## config.mk

```make
export PLATFORM = sky130hd
export DESIGN_NAME = echo_meter
export DESIGN_NICKNAME = d
export VERILOG_FILES = /design/src/rtl/echo_meter_pkg.sv /design/src/rtl/echo_meter_tick_gen.sv /design/src/rtl/echo_meter.sv
export SDC_FILE = /design/constraint.sdc
export NUM_CORES = 1
export LEC_CHECK = 0
export ABC_AREA = 1
export CAP_MARGIN = 20
export CORE_AREA = 2 2 122 77
export DETAILED_ROUTE_END_ITERATION = 6
export DIE_AREA = 0 0 124 79
export GPL_ROUTABILITY_DRIVEN = 0
export RECOVER_POWER = 50
export SYNTH_ARGS = -nofsm -noshare
export SYNTH_HDL_FRONTEND = slang
export SYNTH_SLANG_ARGS = --single-unit
```

## constraint.sdc

```tcl
create_clock -name CLK_IN -period 3.73 [get_ports CLK_IN]
set_input_delay 0.5595 -clock CLK_IN [delete_from_list [all_inputs] [get_ports CLK_IN]]
set_output_delay 0.5595 -clock CLK_IN [all_outputs]
set_load 0.005 [all_outputs]
```

## src/rtl/echo_meter_pkg.sv

```systemverilog
// Shared definitions for the ultrasonic echo meter: FSM encoding and time-base helpers.
package echo_meter_pkg;

  localparam logic [2:0] ST_IDLE      = 3'd0;
  localparam logic [2:0] ST_TRIG      = 3'd1;
  localparam logic [2:0] ST_WAIT_RISE = 3'd2;
  localparam logic [2:0] ST_MEASURE   = 3'd3;
  localparam logic [2:0] ST_FINISH    = 3'd4;

  localparam int DEF_FREQ_IN    = 50_000_000;
  localparam int DEF_TICK_FREQ  = 1_000_000;
  localparam int DEF_TRIG_US    = 10;
  localparam int DEF_TIMEOUT_US = 30_000;

  localparam int DIV      = DEF_FREQ_IN / DEF_TICK_FREQ;
  localparam int DIV_W    = $clog2(DIV);
  localparam int TRIG_CYC = DEF_TRIG_US * DIV;

  function automatic int calc_div(input int freq_in, input int tick_freq);
    return freq_in / tick_freq;
  endfunction

endpackage

```

## src/rtl/echo_meter_tick_gen.sv

```systemverilog
// Prescaler producing a one-cycle tick enable every FREQ_IN/TICK_FREQ clocks.
module tick_gen
  import echo_meter_pkg::*;
#(
  parameter int FREQ_IN   = DEF_FREQ_IN,
  parameter int TICK_FREQ = DEF_TICK_FREQ
) (
  input  logic CLK_IN,
  input  logic RST_N,
  input  logic CLR,
  output logic TICK
);

  localparam int L_DIV   = calc_div(FREQ_IN, TICK_FREQ);
  localparam int L_DIV_W = $clog2(L_DIV);

  logic [L_DIV_W-1:0] r_cnt;

  // Wrap value flags the tick; CLR restarts the period so the first tick lands L_DIV cycles later
  assign TICK = (r_cnt == L_DIV_W'(L_DIV - 1));

  always_ff @(posedge CLK_IN or negedge RST_N) begin
    if (!RST_N) begin
      r_cnt <= '0;
    end else if (CLR || TICK) begin
      r_cnt <= '0;
    end else begin
      r_cnt <= r_cnt + 1'b1;
    end
  end

endmodule

```

## src/rtl/echo_meter.sv

```systemverilog
// Ultrasonic ranging front end: fires a trigger pulse, then times the echo high-time in ticks.
module echo_meter
  import echo_meter_pkg::*;
#(
  parameter int FREQ_IN    = DEF_FREQ_IN,
  parameter int TICK_FREQ  = DEF_TICK_FREQ,
  parameter int TRIG_US    = DEF_TRIG_US,
  parameter int TIMEOUT_US = DEF_TIMEOUT_US,
  parameter int WIDTH      = 16
) (
  input  logic             CLK_IN,
  input  logic             RST_N,
  input  logic             START,
  input  logic             ECHO,
  output logic             TRIG,
  output logic             BUSY,
  output logic             DONE,
  output logic             TIMEOUT,
  output logic [WIDTH-1:0] WIDTH_US
);

  logic [2:0]       r_state;
  logic [2:0]       w_state_nxt;
  logic [WIDTH-1:0] r_cnt;
  logic [WIDTH-1:0] w_cnt_inc;
  logic [WIDTH-1:0] r_width;
  logic [WIDTH-1:0] w_width_nxt;
  logic             r_echo_s1;
  logic             r_echo_s2;
  logic             r_echo_d;
  logic             r_trig;
  logic             r_done;
  logic             r_timeout;
  logic             w_tmo_nxt;
  logic             w_tick;
  logic             w_state_chg;
  logic             w_rise;
  logic             w_fall;
  logic             w_trig_end;
  logic             w_limit;

  tick_gen #(
    .FREQ_IN   (FREQ_IN),
    .TICK_FREQ (TICK_FREQ)
  ) u_tick_gen (
    .CLK_IN (CLK_IN),
    .RST_N  (RST_N),
    .CLR    (w_state_chg),
    .TICK   (w_tick)
  );

  assign w_rise      = r_echo_s2 & ~r_echo_d;
  assign w_fall      = ~r_echo_s2 & r_echo_d;
  // A tick landing in the decision cycle is counted, giving floor(high-time / tick period)
  assign w_cnt_inc   = r_cnt + WIDTH'(w_tick);
  assign w_trig_end  = w_tick && (r_cnt == WIDTH'(TRIG_US - 1));
  assign w_limit     = w_tick && (r_cnt == WIDTH'(TIMEOUT_US - 1));
  assign w_state_chg = (w_state_nxt != r_state);

  always_comb begin
    w_state_nxt = r_state;
    w_tmo_nxt   = 1'b0;
    w_width_nxt = r_width;
    case (r_state)
      ST_IDLE: begin
        if (START) w_state_nxt = ST_TRIG;
      end
      ST_TRIG: begin
        if (w_trig_end) w_state_nxt = ST_WAIT_RISE;
      end
      ST_WAIT_RISE: begin
        if (w_rise) begin
          w_state_nxt = ST_MEASURE;
        end else if (w_limit) begin
          w_state_nxt = ST_FINISH;
          w_tmo_nxt   = 1'b1;
          w_width_nxt = '0;
        end
      end
      ST_MEASURE: begin
        // Falling edge takes priority over a coincident timeout tick
        if (w_fall) begin
          w_state_nxt = ST_FINISH;
          w_width_nxt = w_cnt_inc;
        end else if (w_limit) begin
          w_state_nxt = ST_FINISH;
          w_tmo_nxt   = 1'b1;
          w_width_nxt = WIDTH'(TIMEOUT_US);
        end
      end
      ST_FINISH: begin
        w_state_nxt = ST_IDLE;
      end
      default: begin
        w_state_nxt = ST_IDLE;
      end
    endcase
  end

  always_ff @(posedge CLK_IN or negedge RST_N) begin
    if (!RST_N) begin
      r_state   <= ST_IDLE;
      r_cnt     <= '0;
      r_width   <= '0;
      r_echo_s1 <= 1'b0;
      r_echo_s2 <= 1'b0;
      r_echo_d  <= 1'b0;
      r_trig    <= 1'b0;
      r_done    <= 1'b0;
      r_timeout <= 1'b0;
    end else begin
      r_echo_s1 <= ECHO;
      r_echo_s2 <= r_echo_s1;
      r_echo_d  <= r_echo_s2;
      r_state   <= w_state_nxt;
      r_cnt     <= w_state_chg ? '0 : w_cnt_inc;
      r_width   <= w_width_nxt;
      r_trig    <= (w_state_nxt == ST_TRIG);
      r_done    <= (w_state_nxt == ST_FINISH);
      r_timeout <= w_tmo_nxt;
    end
  end

  assign TRIG     = r_trig;
  assign BUSY     = (r_state != ST_IDLE);
  assign DONE     = r_done;
  assign TIMEOUT  = r_timeout;
  assign WIDTH_US = r_width;

endmodule
```

# == Word level (Yosys, flattened, before mapping) ==
# Cells that the tools add are included.
# totals
register_bits,47
wordCells,52
inputBits,4
output_inout_bits,20
# classes
n_reduce_logical,7
muxes,17
eq_ne,12
bitwise,4
add_sub_neg,2
# ops
operator,count
16-bit two-way mux,5
16-bit one-hot mux with 2 select lines,1
16-bit by 1-bit adder with 16-bit output,1
"16-bit by 15-bit == test with 1-bit output, second input constant",1
"16-bit by 4-bit == test with 1-bit output, second input constant",1
3-bit two-way mux,5
3-bit one-hot mux with 4 select lines,1
"6-bit by 1-bit adder with 6-bit output, second input constant",1
"3-bit by 1-bit == test with 1-bit output, second input constant",2
"3-bit by 2-bit == test with 1-bit output, second input constant",2
"6-bit == test, second input constant",1
6-bit two-way mux,1
"2-bit inequality test, second input constant",2
4-bit AND reduction,1
"3-bit == test, second input constant",1
3-bit zero test,1
1-bit two-way mux,3
3-bit inequality test,1
"3-bit inequality test, second input constant",1
3-bit nonzero test,1
1-bit bitwise AND,2
1-bit logical AND,2
1-bit NOT,2
1-bit one-hot mux with 2 select lines,1
other kinds (2),2

# == Depth between registers and ports, before layout ==
# logic_depth
word_depth,8
ltp_mapped,13
mapped_depth_nobuf,13

# == By module ==
# From an unflattened synthesis, not the netlist that was laid out.
# unflattened
cells_unflattened,282
hier_area_um2,2476.1
# modules_own_cells
mod,cells_per_inst,area_per_inst_um2,n_inst,seq_area_each_um2
echo_meter,245,2139.6,1,1026.0
tick_gen,37,336.6,1,150.1

# == Least setup slack after synthesis ==
# Ideal clock, no wire load.
# synth_timing
path_type,register -> register
startpoint,register u_tick_gen.r_cnt[1]
endpoint,"register r_width[8], in the netlist WIDTH_US[8]"
path_buffers,0
t_arrival_ns,1.957
t_required_ns,3.610
slack_ns,1.653
setup_ns,0.120
path_stages_with_launch,12
path_cell_list,dfrtp_1 > inv_1 > ha_1 > nand2_2 > nor2_8 > ha_1 > ha_1 > nand2_1 > nor2_1 > xor2_1 > a21oi_1 > a31o_2
# synth_via
elab_chain_len,4
# synth_lines
element,line_no,rtl
"start, declared",echo_meter_tick_gen.sv:17,logic [L_DIV_W-1:0] r_cnt;
"start signal, assigned",echo_meter_tick_gen.sv:28,r_cnt <= r_cnt + 1'b1;
6-bit == test *,echo_meter_tick_gen.sv:20,assign TICK = (r_cnt == L_DIV_W'(L_DIV - 1));
16-bit by 1-bit adder with 16-bit output / 1-bit logical AND (equally long branches),"echo_meter.sv:55, echo_meter.sv:57",
"16-bit two-way mux, or another cell as far along",echo_meter.sv:82,if (w_fall) begin
16-bit one-hot mux with 2 select lines / 4-bit AND reduction (equally long branches),-,
"end signal, assigned",echo_meter.sv:117,r_width <= w_width_nxt;
"end, declared",echo_meter.sv:26,logic [WIDTH-1:0] r_width;
# Mark *: on every way between the ends. The rest lies on a longest branch, timed or not.
# A chain may end at the register's enable or synchronous reset.

# == Final worst setup path ==
# layout_timing
startpoint,register u_tick_gen.r_cnt[1]
endpoint,"register r_width[12], in the netlist WIDTH_US[12]"
# Same word-level chain as after synthesis.

==> metrics <==
Min-Delay Path Class=flip-flop to flip-flop; Syn Area/Cell=8.96 um2; Slew Limit Fails=0; Yosys reg bits=47; crit end category=flip-flop; Layout area overhead=18.6%; chip width=124 um; Worst Hold Slack=0.351 ns; asr flop ratio synth=100%; Clock Skew=0.00337 ns; Max clock buf depth=2; number of remaining DRC errors=0; Peak VDD IR=0.147 mV; Worst-Margin Slew=1.33 ns; Ys Warns=0; GRT Util Overall=13.0%; clk slew on worst S/H paths=0.06 ns; final hold vios=0; fraction of layout cells with a size suffix above 1=16.8%; Core ar.=8780 um2; largest net degree at the start of global routing=48; Top Layer Used=met4; die area=9800 um2; WP data required=3.91 ns; Placement Rows=27; TritonCTS clock tree=built; Post-Synth Adder-Cell Area=1.98%; via count=1975; post-CTS resize count=0; residual overflow from global routing=0; CTS H-tree lvls=2; CP Data Arrival Time=2.71 ns; syn_nets=290; Initial Util=28.8%; Post-synth EDFFs=0; CTS buffer count=5; Nets=317; Setup WS pre-CTS=1.48 ns; post-route minimum period=2.52 ns; slew margin rel.=11.4%; clk_lat worst skew=0.29 ns; RSZ-0062 raised after global routing=no; IO buf count=23; final worst slack=1.21 ns; final core area utilization=34.1%; mux share of post-synthesis cell area=0%; Filler cells=915; DRT antenna net count=0; status=completed; DR WL met2=2260 um; R2R cell count=12; first-pass GRT wire length=9780 um; post-synthesis compound-gate area fraction=4.01%; vias per inst=4.65; maxcap violations=0; Reg area=1180 um2; Final setup viols=0; crit path kind=flip-flop to flip-flop; Synth Area in XOR/XNOR=5.55%; final instance count without filler cells=425; sequential area share after synthesis=46.6%; root buffer cell=clkbuf_16; crit share post-route=67.7%; Detail Placement HPWL=4030 um; metal3 WL=452 um; Post-synth top flop=dfrtp_1; DRT iter0 DRCs=112; Post-Syn Area=2530 um2; vias in the first global route=1958; Inst Count DP=417; CP startpoint kind=flip-flop; Pwr Density=345 nW/um2; Yosys cell types=35; hold path cells=0; chip height=79 um; wl on met1=2870 um; Leak=1.35 nW; final WL=5660 um; area of the multi-input gates=1160 um2; # hold bufs at CTS=0; clk sink count=47; Max Clk Rate=0.396 GHz; Syn Inst Count=282; total power=1.03 mW; total iterations of the first detailed-routing run=4; design area=3000 um2; ANT cells=0; Post-CTS Setup Repair Bufs=0; main combinational cell family by area after synthesis=simple AND/OR/NAND/NOR gates; Top Ports=24; simple-gate portion of the synthesized area=35.4%; worst-path maximum fanout=5; Final TNS setup=0 ns; initial antenna violation count=0; Placement Cell Area=2860 um2; DR WL/cell=13.3 um
path summary, 6_finish.rpt:
path / from / to / slack, ns
setup reg to reg: u_tick_gen.r_cnt[1] / WIDTH_US[12] / 1.21
hold / removal: r_echo_s1 / r_echo_s2 / 0.35
max in group asynchronous: RST_N / r_cnt[3] / 1.42
setup / recovery: u_tick_gen.r_cnt[1] / WIDTH_US[12] / 1.21
hold reg to reg: r_echo_s1 / r_echo_s2 / 0.35
min in group asynchronous: RST_N / TRIG / 0.51
layout by cell type, fill, tap and decap left out, drive strengths merged:
cell	netlist	routed
and3	1	1
clkinvlp	0	1
o21ai	10	10
clkinv	2	2
bufinv	0	1
nand4	7	7
ha	4	4
clkbuf	2	7
nand3b	1	1
nor3	4	4
dlygate4sd3	0	5
nor2	56	56
dfrtp	47	47
xor2	13	13
o21bai	1	1
o41ai	1	1
a31o	1	1
nor4	3	3
xnor2	3	3
inv	31	31
nand2	58	58
clkdlybuf4s50	0	17
nand3	31	31
a21boi	1	1
a21oi	3	3
power by group:
group	internal (mW)	switching, mW	total (mW)
Combinational	0.00361	0.0144	0.0181
Sequential	0.511	0.000643	0.512
Clock	0.312	0.191	0.503
registers in the layout (all words and copies together) (netlist names):
| name | flops |
|---|---|
| WIDTH_US | 16 |
| r_cnt | 16 |
| u_tick_gen.r_cnt | 6 |
| r_state | 3 |
| DONE | 1 |
| TIMEOUT | 1 |
| TRIG | 1 |
| r_echo_d | 1 |
| r_echo_s1 | 1 |
| r_echo_s2 | 1 |
synthesized netlist by cell type (all sizes together), types with 2 or more instances:
library cell | number | area share (%)
xnor2 | 3 | 1.0
xor2 | 13 | 4.5
dfrtp | 47 | 47
a21oi | 3 | 0.59
ha | 4 | 2.0
nor4 | 3 | 0.99
nand3 | 31 | 7.3
o21ai | 10 | 2.0
buf | 2 | 1.2
inv | 31 | 4.6
nor3 | 4 | 1.2
nand4 | 7 | 2.3
clkinv | 2 | 0.35
nand2 | 58 | 9.9
clkbuf | 2 | 0.30
nor2 | 56 | 13
cells by family (layout without fill, tap and decap cells):
group / Yosys count / after routing
AOI/OAI and AO/OA: 17 / 17
xor gates and xnor gates: 16 / 16
adders and majority gates: 4 / 4
buffers and inverters: 37 / 64
DFF: 47 / 47
and+or+nand+nor: 161 / 161
per-layer routing:
metal  track usage [%]  up-vias
met5                 0        -
li1                  -      956
met4              3.71        0
met2              17.4       68
met3              3.45        8
met1              20.2      943
worst max-delay path, cell delays in order, from the launching register on:
cell and delay [ns]:
dfrtp_1 0.40, inv_1 0.06, ha_1 0.17, nand2_2 0.05, nor2_1 0.34, ha_1 0.25, ha_1 0.23, nand2_1 0.13
nor4_1 0.32, xnor2_1 0.25, nand2_1 0.09, nand2_1 0.08, nand2_1 0.05
area by class of cell:
class	count	share of cell area [%]
repair buffers	24	7.60
multi-input cells	198	38.7
clock inverters	2	1.25
inverters	33	4.18
clock buffers	5	4.18
well taps	116	4.85
flip-flops and latches	47	39.3
Note: power is estimated with default switching activity, not from simulation.
